File: config.mk
export PLATFORM = sky130hd
export DESIGN_NAME = imem_arbiter
export DESIGN_NICKNAME = d
export VERILOG_FILES = /design/src/rtl/imem_pkg.sv /design/src/rtl/imem_arb_prio.sv /design/src/rtl/imem_arbiter.sv
export SDC_FILE = /design/constraint.sdc
export NUM_CORES = 1
export LEC_CHECK = 0
export ABC_AREA = 0
export BUFFER_PORTS_ARGS = -buffer_cell sky130_fd_sc_hd__buf_2
export CAP_MARGIN = 25
export CORE_AREA = 5 5 131 133
export DETAILED_ROUTE_END_ITERATION = 10
export DIE_AREA = 0 0 136 138
export PLACE_DENSITY = 0.69
export RECOVER_POWER = 25
export REMOVE_ABC_BUFFERS = 1
export SLEW_MARGIN = 20
export SYNTH_ARGS = -nofsm -noshare
export SYNTH_HDL_FRONTEND = slang
export SYNTH_SLANG_ARGS = --single-unit
File: constraint.sdc
create_clock -name clk -period 4.4 [get_ports clk]
set_input_delay 0.44 -clock clk [delete_from_list [all_inputs] [get_ports clk]]
set_output_delay 0.44 -clock clk [all_outputs]
set_load 0.05 [all_outputs]
File: src/rtl/imem_pkg.sv
// Shared types and default sizes for the instruction-memory arbiter.
package imem_pkg;

  localparam int DEF_DEPTH      = 32;
  localparam int DEF_BITS       = 64;
  localparam int DEF_MAX_STARVE = 4;

  // Arbiter operating mode: normal sharing, one-cycle drain, exclusive loader.
  typedef enum logic [1:0] {
    RUN   = 2'd0,
    DRAIN = 2'd1,
    LOCK  = 2'd2
  } state_t;

  // Winner of the memory port in the current cycle.
  typedef enum logic [1:0] {
    G_NONE  = 2'd0,
    G_FETCH = 2'd1,
    G_LOAD  = 2'd2
  } grant_t;

endpackage

File: src/rtl/imem_arb_prio.sv
// Combinational winner select between fetch and loader, with a saturating
// starvation counter that forces a fetch grant after MAX_STARVE consecutive
// loader wins while fetch is waiting.
module imem_arb_prio
  import imem_pkg::*;
#(
  parameter int MAX_STARVE = DEF_MAX_STARVE
) (
  input  logic   clk,
  input  logic   rst_n,
  input  logic   f_en,
  input  logic   l_en,
  input  logic   f_valid,
  input  logic   l_valid,
  output grant_t grant
);

  localparam logic [3:0] STARVE_MAX = 4'(MAX_STARVE);

  logic [3:0] starve_q;
  logic [3:0] starve_d;

  // Pick the winner; loader has priority unless fetch has waited too long.
  always_comb begin
    grant = G_NONE;
    if (l_en && l_valid && f_en && f_valid) begin
      grant = (starve_q == STARVE_MAX) ? G_FETCH : G_LOAD;
    end else if (l_en && l_valid) begin
      grant = G_LOAD;
    end else if (f_en && f_valid) begin
      grant = G_FETCH;
    end
  end

  // Count loader wins while fetch waits; clear when fetch is served or idle.
  always_comb begin
    starve_d = starve_q;
    if (!f_valid || grant == G_FETCH) begin
      starve_d = '0;
    end else if (grant == G_LOAD && starve_q < STARVE_MAX) begin
      starve_d = starve_q + 4'd1;
    end
  end

  // Starvation counter register.
  always_ff @(posedge clk or negedge rst_n) begin
    if (!rst_n) begin
      starve_q <= '0;
    end else begin
      starve_q <= starve_d;
    end
  end

endmodule

File: src/rtl/imem_arbiter.sv
// Shares one combinational-read instruction memory between the fetch unit
// and the loader/debug port. Grants are combinational, read data is
// registered, so responses arrive one cycle after the grant. A loader lock
// mode drains the in-flight access and then blocks fetch entirely.
// Optional performance counters are enabled with `define IMEM_ARB_PERF_EN.
module imem_arbiter
  import imem_pkg::*;
#(
  parameter  int DEPTH      = DEF_DEPTH,
  parameter  int BITS       = DEF_BITS,
  parameter  int MAX_STARVE = DEF_MAX_STARVE,
  localparam int AW         = $clog2(DEPTH)
) (
  input  logic            clk,
  input  logic            rst_n,
  input  logic            f_req_valid,
  output logic            f_req_ready,
  input  logic [AW-1:0]   f_addr,
  output logic            f_rsp_valid,
  output logic [BITS-1:0] f_rsp_data,
  input  logic            l_req_valid,
  output logic            l_req_ready,
  input  logic [AW-1:0]   l_addr,
  input  logic            l_we,
  input  logic [BITS-1:0] l_wdata,
  input  logic            l_lock,
  output logic            l_locked,
  output logic            l_rsp_valid,
  output logic [BITS-1:0] l_rsp_data,
  output logic [AW-1:0]   mem_address,
  output logic            mem_we,
  output logic [BITS-1:0] mem_wdata,
  input  logic [BITS-1:0] mem_readData
`ifdef IMEM_ARB_PERF_EN
  ,
  output logic [31:0]     perf_f_grants,
  output logic [31:0]     perf_l_grants,
  output logic [31:0]     perf_f_stall
`endif
);

  state_t          state_q, state_d;
  grant_t          grant;
  logic [AW-1:0]   addr_q, addr_d;
  logic            f_rsp_valid_q, f_rsp_valid_d;
  logic [BITS-1:0] f_rsp_data_q, f_rsp_data_d;
  logic            l_rsp_valid_q, l_rsp_valid_d;
  logic [BITS-1:0] l_rsp_data_q, l_rsp_data_d;

  imem_arb_prio #(
    .MAX_STARVE(MAX_STARVE)
  ) u_prio (
    .clk    (clk),
    .rst_n  (rst_n),
    .f_en   (state_q == RUN),
    .l_en   (state_q != DRAIN),
    .f_valid(f_req_valid),
    .l_valid(l_req_valid),
    .grant  (grant)
  );

  // Mode FSM: a lock request drains one cycle, then holds until released.
  always_comb begin
    state_d = state_q;
    case (state_q)
      RUN:     if (l_lock) state_d = DRAIN;
      DRAIN:   state_d = LOCK;
      LOCK:    if (!l_lock) state_d = RUN;
      default: state_d = RUN;
    endcase
  end

  // Handshakes and memory port; the address holds when nobody is granted.
  always_comb begin
    f_req_ready = (grant == G_FETCH);
    l_req_ready = (grant == G_LOAD);
    l_locked    = (state_q == LOCK);
    mem_address = addr_q;
    mem_we      = 1'b0;
    mem_wdata   = '0;
    case (grant)
      G_FETCH: mem_address = f_addr;
      G_LOAD: begin
        mem_address = l_addr;
        mem_we      = l_we;
        mem_wdata   = l_wdata;
      end
      default: ;
    endcase
    addr_d = mem_address;
  end

  // Response capture: read data is sampled at the edge ending the grant cycle.
  always_comb begin
    f_rsp_valid_d = (grant == G_FETCH);
    l_rsp_valid_d = (grant == G_LOAD);
    f_rsp_data_d  = f_rsp_data_q;
    l_rsp_data_d  = l_rsp_data_q;
    if (grant == G_FETCH) begin
      f_rsp_data_d = mem_readData;
    end
    if (grant == G_LOAD) begin
      l_rsp_data_d = l_we ? '0 : mem_readData;
    end
  end

  // State, held address and response registers.
  always_ff @(posedge clk or negedge rst_n) begin
    if (!rst_n) begin
      state_q       <= RUN;
      addr_q        <= '0;
      f_rsp_valid_q <= 1'b0;
      f_rsp_data_q  <= '0;
      l_rsp_valid_q <= 1'b0;
      l_rsp_data_q  <= '0;
    end else begin
      state_q       <= state_d;
      addr_q        <= addr_d;
      f_rsp_valid_q <= f_rsp_valid_d;
      f_rsp_data_q  <= f_rsp_data_d;
      l_rsp_valid_q <= l_rsp_valid_d;
      l_rsp_data_q  <= l_rsp_data_d;
    end
  end

  assign f_rsp_valid = f_rsp_valid_q;
  assign f_rsp_data  = f_rsp_data_q;
  assign l_rsp_valid = l_rsp_valid_q;
  assign l_rsp_data  = l_rsp_data_q;

`ifdef IMEM_ARB_PERF_EN
  logic [31:0] perf_f_grants_q, perf_f_grants_d;
  logic [31:0] perf_l_grants_q, perf_l_grants_d;
  logic [31:0] perf_f_stall_q, perf_f_stall_d;

  // Free-running grant and stall counters, wrapping at 2^32.
  always_comb begin
    perf_f_grants_d = perf_f_grants_q + ((grant == G_FETCH) ? 32'd1 : 32'd0);
    perf_l_grants_d = perf_l_grants_q + ((grant == G_LOAD) ? 32'd1 : 32'd0);
    perf_f_stall_d  = perf_f_stall_q + ((f_req_valid && !f_req_ready) ? 32'd1 : 32'd0);
  end

  // Performance counter registers.
  always_ff @(posedge clk or negedge rst_n) begin
    if (!rst_n) begin
      perf_f_grants_q <= '0;
      perf_l_grants_q <= '0;
      perf_f_stall_q  <= '0;
    end else begin
      perf_f_grants_q <= perf_f_grants_d;
      perf_l_grants_q <= perf_l_grants_d;
      perf_f_stall_q  <= perf_f_stall_d;
    end
  end

  assign perf_f_grants = perf_f_grants_q;
  assign perf_l_grants = perf_l_grants_q;
  assign perf_f_stall  = perf_f_stall_q;
`endif

endmodule

## Word level (Yosys, flattened, before mapping)

Cells that the tools add are included.

- Multiplexer cells: 13
- Equal/unequal tests: 8
- Reductions and logical operators: 10
- $lt $le $gt $ge: 1
- Add/subtract/negate cells: 1

Operators by type and width:

| operator | number |
|---|---|
| 2-to-1 mux 64 bit | 2 |
| 2-to-1 mux 2 bit | 5 |
| one-hot mux 5 bit (2 select lines) | 1 |
| 2-to-1 mux 4 bit | 2 |
| one-hot mux 2 bit (3 select lines) | 1 |
| logical AND 1 bit | 5 |
| adder 4 x 1 -> 4 bit (second input constant) | 1 |
| == test 2 x 1 -> 1 bit (second input constant) | 2 |
| == test 2 bit (second input constant) | 2 |
| == test 4 x 3 -> 1 bit (second input constant) | 1 |
| < comparator 4 x 3 -> 1 bit (second input constant) | 1 |
| != test 2 bit (second input constant) | 2 |
| zero test 2 bit | 1 |
| 2-to-1 mux 1 bit | 2 |
| != test 2 x 1 -> 1 bit (second input constant) | 1 |
| AND reduction 2 bit | 1 |
| nonzero test 2 bit | 1 |
| zero test 1 bit | 1 |
| logical OR 1 bit | 1 |

- Output and inout port bits: 203
- Flip-flop bits (word level): 141

## Logic depth before layout (Yosys ltp)

Gate-level depths: netlist (run 1).

- Depth after elaboration: 9
- Mapped depth: 9
- Depth with buffers taken out: 7

## Cells and area by module

Synthesis (run 1) repeated with hierarchy kept, for this count alone.

- Cells, all modules: 411
- Area, all modules: 5,743.0 um2

Modules (own cells, without submodules):

| module | cells an instance | area each (um2) | times used |
|---|---|---|---|
| imem_arbiter | 387 | 5,506.5 | 1 |
| imem_arb_prio | 24 | 236.5 | 1 |

## Least setup slack after synthesis (run 1)

Ideal clock, no wire load.

- Path type: register to output
- From: register u_prio.starve_q[0]
- To: output mem_address[1]
- Path buffers: 2
- Slack: 797 ps
- Data required time: 3,960 ps
- Data arrival time: 3,163 ps
- Stages on the path, launching flop included: 10
- Path through: dfrtp_1 -> inv_1 -> ha_1 -> nand3b_1 -> o311ai_0 -> ha_1 -> buf_6 -> buf_2 -> a22oi_1 -> o21ai_0

- Longest elaborated chain between the ends: 5
- Elaborated cells between the ends (all ways): 6
- Those cells by class: eq/ne (3); mux (3)

RTL lines:

| what | line | RTL |
|---|---|---|
| from (decl) | imem_arb_prio.sv:20 | `logic [3:0] starve_q;` |
| from (signal assigned) | imem_arb_prio.sv:50 | `starve_q <= starve_d;` |
| == test 4 x 3 -> 1 bit | imem_arb_prio.sv:27 | `grant = (starve_q == STARVE_MAX) ? G_FETCH : G_LOAD;` |
| 2-to-1 mux 2 bit | imem_arb_prio.sv:27 |  |
| 2-to-1 mux 2 bit | imem_arb_prio.sv:26 | `if (l_en && l_valid && f_en && f_valid) begin` |
| == test 2 x 1 -> 1 bit | - |  |
| via f_req_ready | imem_arbiter.sv:17 | `output logic f_req_ready,` |
| one-hot mux 5 bit (2 select lines) | imem_arbiter.sv:81 | `case (grant)` |
| to (decl) | imem_arbiter.sv:30 | `output logic [AW-1:0] mem_address,` |

The timed path passes the listed nets, and every way through them passes these cells.

## Worst setup path after layout (run 1)

- From: register u_prio.starve_q[0]
- To: output mem_address[1]

- Longest elaborated chain between the ends: 5
- Elaborated cells between the ends (all ways): 6
- Those cells by class: eq/ne (3); mux (3)

RTL lines:

| what | line |
|---|---|
| == test 4 x 3 -> 1 bit * | imem_arb_prio.sv:27 |
| 2-to-1 mux 2 bit * | imem_arb_prio.sv:27 |
| 2-to-1 mux 2 bit * | imem_arb_prio.sv:26 |
| == test 2 bit / == test 2 x 1 -> 1 bit (equally long branches) | imem_arbiter.sv:81 |
| one-hot mux 5 bit (2 select lines) * | imem_arbiter.sv:81 |

Every way passes the cells marked *; elsewhere a longest branch is shown, timed or not.

==> flow_summary.toml, run 1 <==
[logic_synthesis]
synth.area.top_cells = "dfrtp_1 (62%), mux2_2 (13%), a22o_1 (9.6%)"
ys_seq_area_share_pct = 61.7
netlist-cell-type-count = 29
synth_warnings = 0
netlist_instances = 413
synth_area_um2 = 5720
syn_area_per_cell_um2 = 13.9
yosysTopAreaCell = "dfrtp_1"
synth_ff_type = "dfrtp_1"
synth_seq_cells = 141
synth_top_area_share_pct = 61.7
yosys-top-cells-count = "dfrtp_1 (141), and2_1 (65), mux2_2 (64)"
async_reset_ff_share_pct = 100
yosysMostFrequentCell = "dfrtp_1"
synth_edf_count = 0

[floorplan]
coreArea_um2 = 15700
row_count = 46
dieArea_um2 = 18800
ios = 347
die_x_um = 136
fp.dieH_um = 138
initial_utilization_pct = 36.4

[sta]
max_freq_ghz = 0.295
fin_crit_ns = 3.38
tightest_slew_ns = 2.09
maxSlewHeadroom_pct = -39.3
final-setup-viol-count = 0
finalSetupTns_ns = 0
hold_viol = 0
clock_skew_ns = 0.00478
drv_slew = 67
rsz0062_at_grt = "no"
finalCritPeriodShare_pct = 76.9
fin_hold_ws_ns = 0.0581

[placement]
place_hpwl_um = 14500
place.gp.congestion = 0.803
io_buffers = 346

[worst_setup_path]
rr_startpoint = "u_prio.starve_q[0]"
endpoint_kind = "primary output"
worst_setup_path_start_kind = "flop"
cp_max_fo = 34
reg2reg_depth = 8
path_buf_inv = 2
critPathRequiredTime_ns = 3.96
cp_data_arrival_time_ns = 2.94
critPathKind = "reg -> out"
r2r-end = "l_rsp_data[53]"
slowest_stage = "o311ai_0"
rrSetupSlack_ns = 1.41
worstPathCellList = "inv_1 -> ha_1 -> nand3b_1 -> o311ai_0 -> ha_4 -> a22oi_1 -> o21ai_0 -> buf_2"
cp_top_family = "compound AO/OA/AOI/OAI gates"
cp_slowest_stage_delay_ns = 0.54

[grt]
grt_first_pass_wirelength_um = 28900
globalRouteOverflowTotal = 0
track_usage_pct = 19.9
grt_pass1_vias = 5009
grt_max_degree = 79
antenna_found_initial = 0

[cts]
cts.sink_count = 141
clockRootBuffer = "clkbuf_16"
clock_latency_ns = 0.40
ctsResizeCount = 0
h-tree-depth = 4
postCtsSetupBuffers = 0
cts_buffer_depth = 2
cts_made_buffers = 17
cts_tree = "done"
holdBufCountCts = 0
path_clk_slew_ns = 0.06

[power]
ir_drop_uv = 474
power.leakage_nw = 4.37
power_w = 0.00738
powerDensity_nw_per_um2 = 896

[routing]
antenna_left = 0
drc = 0
routed_wl_um = 19100
drt-pass1-iter-count = 4
via_count = 4697
routedWlPerCell_um = 19.4
routed_via_density = 4.78
dr.first_iter.drc_count = 197

[finish]
multiInputGateArea_um2 = 2020
seqCellArea_um2 = 3530
area_growth_pct = 43.9
n_antenna_cell = 0
utilization_pct = 52.4
final_nets = 902
drive_above_1_share_pct = 58.8
fillers = 1449

[run]
maxCapViolations = 2

[status]
status = "finished with violations"
violations = "capacitance limit, slew limit"

[worst_hold_path]
hp-class = "in -> async"
-- kinds of logic (layout without fill, tap and decap cells) --
| kind of cell | Yosys count | after routing | share of synthesized area, % |
|---|---|---|---|
| flops | 141 | 141 | 61.7 |
| simple gates | 86 | 86 | 9.36 |
| compound gates | 80 | 80 | 11.7 |
| mux | 66 | 66 | 12.9 |
| buf+inv | 36 | 390 | 3.48 |
| fa+ha+maj | 4 | 4 | 0.875 |
-- flip-flops by register name (all words and copies together) (netlist names) --
signal / cells
addr_q: 5
f_rsp_data: 64
f_rsp_valid: 1
l_rsp_data: 64
l_rsp_valid: 1
state_q: 2
u_prio.starve_q: 4
-- cell type report --
type | instances | share of cell area (%)
sequential | 141 | 42.9
multi-input combinational | 236 | 24.5
timing repair buffer | 352 | 21.7
clock buffer | 19 | 5.38
tap | 216 | 3.28
clock inverter | 13 | 1.99
inverter | 6 | 0.274
-- worst max-delay path by stage --
| stage | start | endpoint | cells past startpoint |
|---|---|---|---|
| after CTS | u_prio.starve_q[0] | mem_address[0] | 8 |
| after global placement | u_prio.starve_q[0] | mem_address[0] | 8 |
| after floorplan | u_prio.starve_q[0] | mem_address[1] | 7 |
| final | u_prio.starve_q[0] | mem_address[1] | 8 |
| after global routing | u_prio.starve_q[0] | mem_address[0] | 8 |
| after detailed placement | u_prio.starve_q[0] | mem_address[0] | 8 |
-- per-layer routing --
metal | GRT usage, % | wire [um] | vias to the layer above
li1 | - | - | 2154
met1 | 21.9 | 6930 | 2297
met2 | 34.9 | 9800 | 224
met3 | 7.76 | 1890 | 22
met4 | 6.42 | 476 | 0
met5 | 0 | 0 | -
-- stage by stage --
stage / std cells / setup slack (ns) / area (um2)
floorplan: 383 / -0.611 / 5550
global placement: 951 / 1.48 / 7630
detailed placement: 951 / 1.42 / 7630
CTS: 983 / 0.958 / 8240
global route: 983 / 0.753 / 8230
finish: 983 / 1.02 / 8230
-- report_power, final --
part           switching [W]  internal (W)  leakage, nW
clock               0.000561      0.000910        0.294
combinational        0.00288      0.000946         2.31
sequential          0.000272       0.00181         1.77
-- cell usage in the layout (no fill, tap or decap), types with 6 or more instances in the layout --
| cell | synthesis | final |
|---|---|---|
| a22o_1 | 63 | 63 |
| and2_1 | 65 | 65 |
| buf_2 | 9 | 345 |
| clkbuf_16 | 0 | 17 |
| dfrtp_1 | 141 | 141 |
| mux2_2 | 64 | 64 |
| nand2_1 | 7 | 7 |
| o21ai_0 | 6 | 6 |
Power figures use the tool's default switching activity.
==> run 2, diff against run 1 <==
- PLACE_DENSITY: 0.69 -> 0.72
- clock period: 4.4 -> 3 ns (I/O delays scaled with it)
==> run 2 against run 1 <==
  * Global-route usage about the same
  * The run now ends clean
  * Largest power group unchanged
  * Highest routed layer unchanged
  * Power up 46%
  * Non-clock buffer count up 6
  * Clock-buffer cell count down 1
  * Critical path depth unchanged
  * Cell count up 0.71%
  * Die area unchanged
  * Register-to-register slack worse by 0.71 ns
==> flow_summary.toml, run 2 (synthesis gave the netlist of run 1 again) <==
[floorplan]
fp.dieH_um = 138
coreArea_um2 = 15700
row_count = 46
ios = 347
dieArea_um2 = 18800
initial_utilization_pct = 36.4
die_x_um = 136

[worst_setup_path]
rr_startpoint = "u_prio.starve_q[0]"
cp_slowest_stage_delay_ns = 0.40
cp_data_arrival_time_ns = 2.40
worstPathCellList = "inv_1 -> ha_1 -> nand3b_1 -> o311ai_1 -> ha_4 -> a22oi_1 -> o21ai_0 -> buf_2"
slowest_stage = "dfrtp_1"
path_buf_inv = 2
r2r-end = "f_rsp_data[57]"
cp_max_fo = 7
endpoint_kind = "primary output"
worst_setup_path_start_kind = "flop"
rrSetupSlack_ns = 0.70
reg2reg_depth = 7
critPathRequiredTime_ns = 2.70
cp_top_family = "compound AO/OA/AOI/OAI gates"
critPathKind = "reg -> out"

[cts]
postCtsSetupBuffers = 0
cts_made_buffers = 17
cts.sink_count = 141
clock_latency_ns = 0.40
clockRootBuffer = "clkbuf_16"
path_clk_slew_ns = 0.06
cts_buffer_depth = 2
h-tree-depth = 4
cts_tree = "done"

[finish]
final_nets = 908
drive_above_1_share_pct = 59.2
final_cell_mix = "buf_2 (343), dfrtp_1 (141), and2_1 (65)"
area_growth_pct = 44.7
instances_no_fill = 990
mostFrequentLayoutCell = "buf_2"

[power]
ir_drop_uv = 846
powerDensity_nw_per_um2 = 1300
power_w = 0.0108
power.leakage_nw = 4.40

[sta]
setup_slack_ns = 0.302
finalSetupTns_ns = 0
final-setup-viol-count = 0
rsz0062_at_grt = "no"
fin_crit_ns = 2.70
clock_skew_ns = 0.0100
finalCritPeriodShare_pct = 89.9
maxSlewHeadroom_pct = 8.00
max_freq_ghz = 0.371
drv_slew = 0
fin_hold_ws_ns = 0.116
hold_viol = 0
tightest_slew_ns = 1.38

[routing]
route.met2.wl_um = 10200
drc = 0
drt-pass1-iter-count = 4
routed_via_density = 4.77
routed_wl_um = 19100
dr.first_iter.drc_count = 143
met1_length_um = 6850
dr_wl_met3_um = 1530
top_layer = "met4"
routedWlPerCell_um = 19.3
antenna_left = 0
via_count = 4720

[grt]
grt_max_degree = 63
grt_first_pass_wirelength_um = 29000
antenna_found_initial = 1
track_usage_pct = 19.9
grt_pass1_vias = 5055
globalRouteOverflowTotal = 0

[worst_hold_path]
worstHoldStart = "l_we"
hp-class = "in -> reg"
whs_path_depth = 2
min_to = "l_rsp_data[62]"

[status]
status = "finished, final reports clean"

[placement]
place.gp.congestion = 0.866
dp_cells = 956
place_hpwl_um = 14700
io_buffers = 346
dp_slack_ns = 0.541

[run]
maxCapViolations = 0
## run 2: changes by cell type in the layout (fill, tap and decap cells not counted), moves of 2 or more
cell,change
clkbuf_2,+2
clkbuf_1,-2
buf_2,-2
buf_4,+5
clkinv_2,+2
## run 2: metal layers
metal | GRT usage (%) | up-vias
met5 | 0 | -
met4 | 7.37 | 0
met3 | 6.68 | 29
met2 | 35.8 | 200
met1 | 21.4 | 2329
li1 | - | 2162
## run 2: repair_timing
item,CTS,global route
endpoints found under the hold margin,54,0
setup endpoints to repair,0,48
resized for setup,0,2
hold buffers,1,0
## run 2: power by group
| part | switching [W] | internal [W] | total (W) |
|---|---|---|---|
| Clock | 0.000822 | 0.00125 | 0.00207 |
| Sequential | 0.000391 | 0.00266 | 0.00305 |
| Combinational | 0.00422 | 0.00144 | 0.00566 |
## run 2: stage by stage
step	area, um2	utilization, %
floorplan	5550	-
global placement	7700	49.0
detailed placement	7700	49.0
CTS	8290	52.8
global route	8280	52.7
finish	8280	52.7
## run 2: final cells by class
class / instances / area [um2]
clock buffer: 18 / 439
fill: 1421 / 7430
antenna: 1 / 2.50
timing repair buffer: 358 / 1850
inverter: 6 / 22.5
sequential: 141 / 3530
tap: 216 / 270
clock inverter: 14 / 143
multi-input combinational: 236 / 2030
## run 2: worst max-delay path by stage
stage | endpoint | depth (start not counted) | start
6_report | mem_address[0] | 8 | u_prio.starve_q[0]
5_1_grt | mem_address[0] | 8 | u_prio.starve_q[0]
4_1_cts | mem_address[2] | 8 | u_prio.starve_q[0]
3_5_place_dp | f_rsp_data[57] | 7 | u_prio.starve_q[0]
3_3_place_gp | f_rsp_data[27] | 7 | u_prio.starve_q[0]
2_1_floorplan | mem_address[1] | 7 | u_prio.starve_q[0]
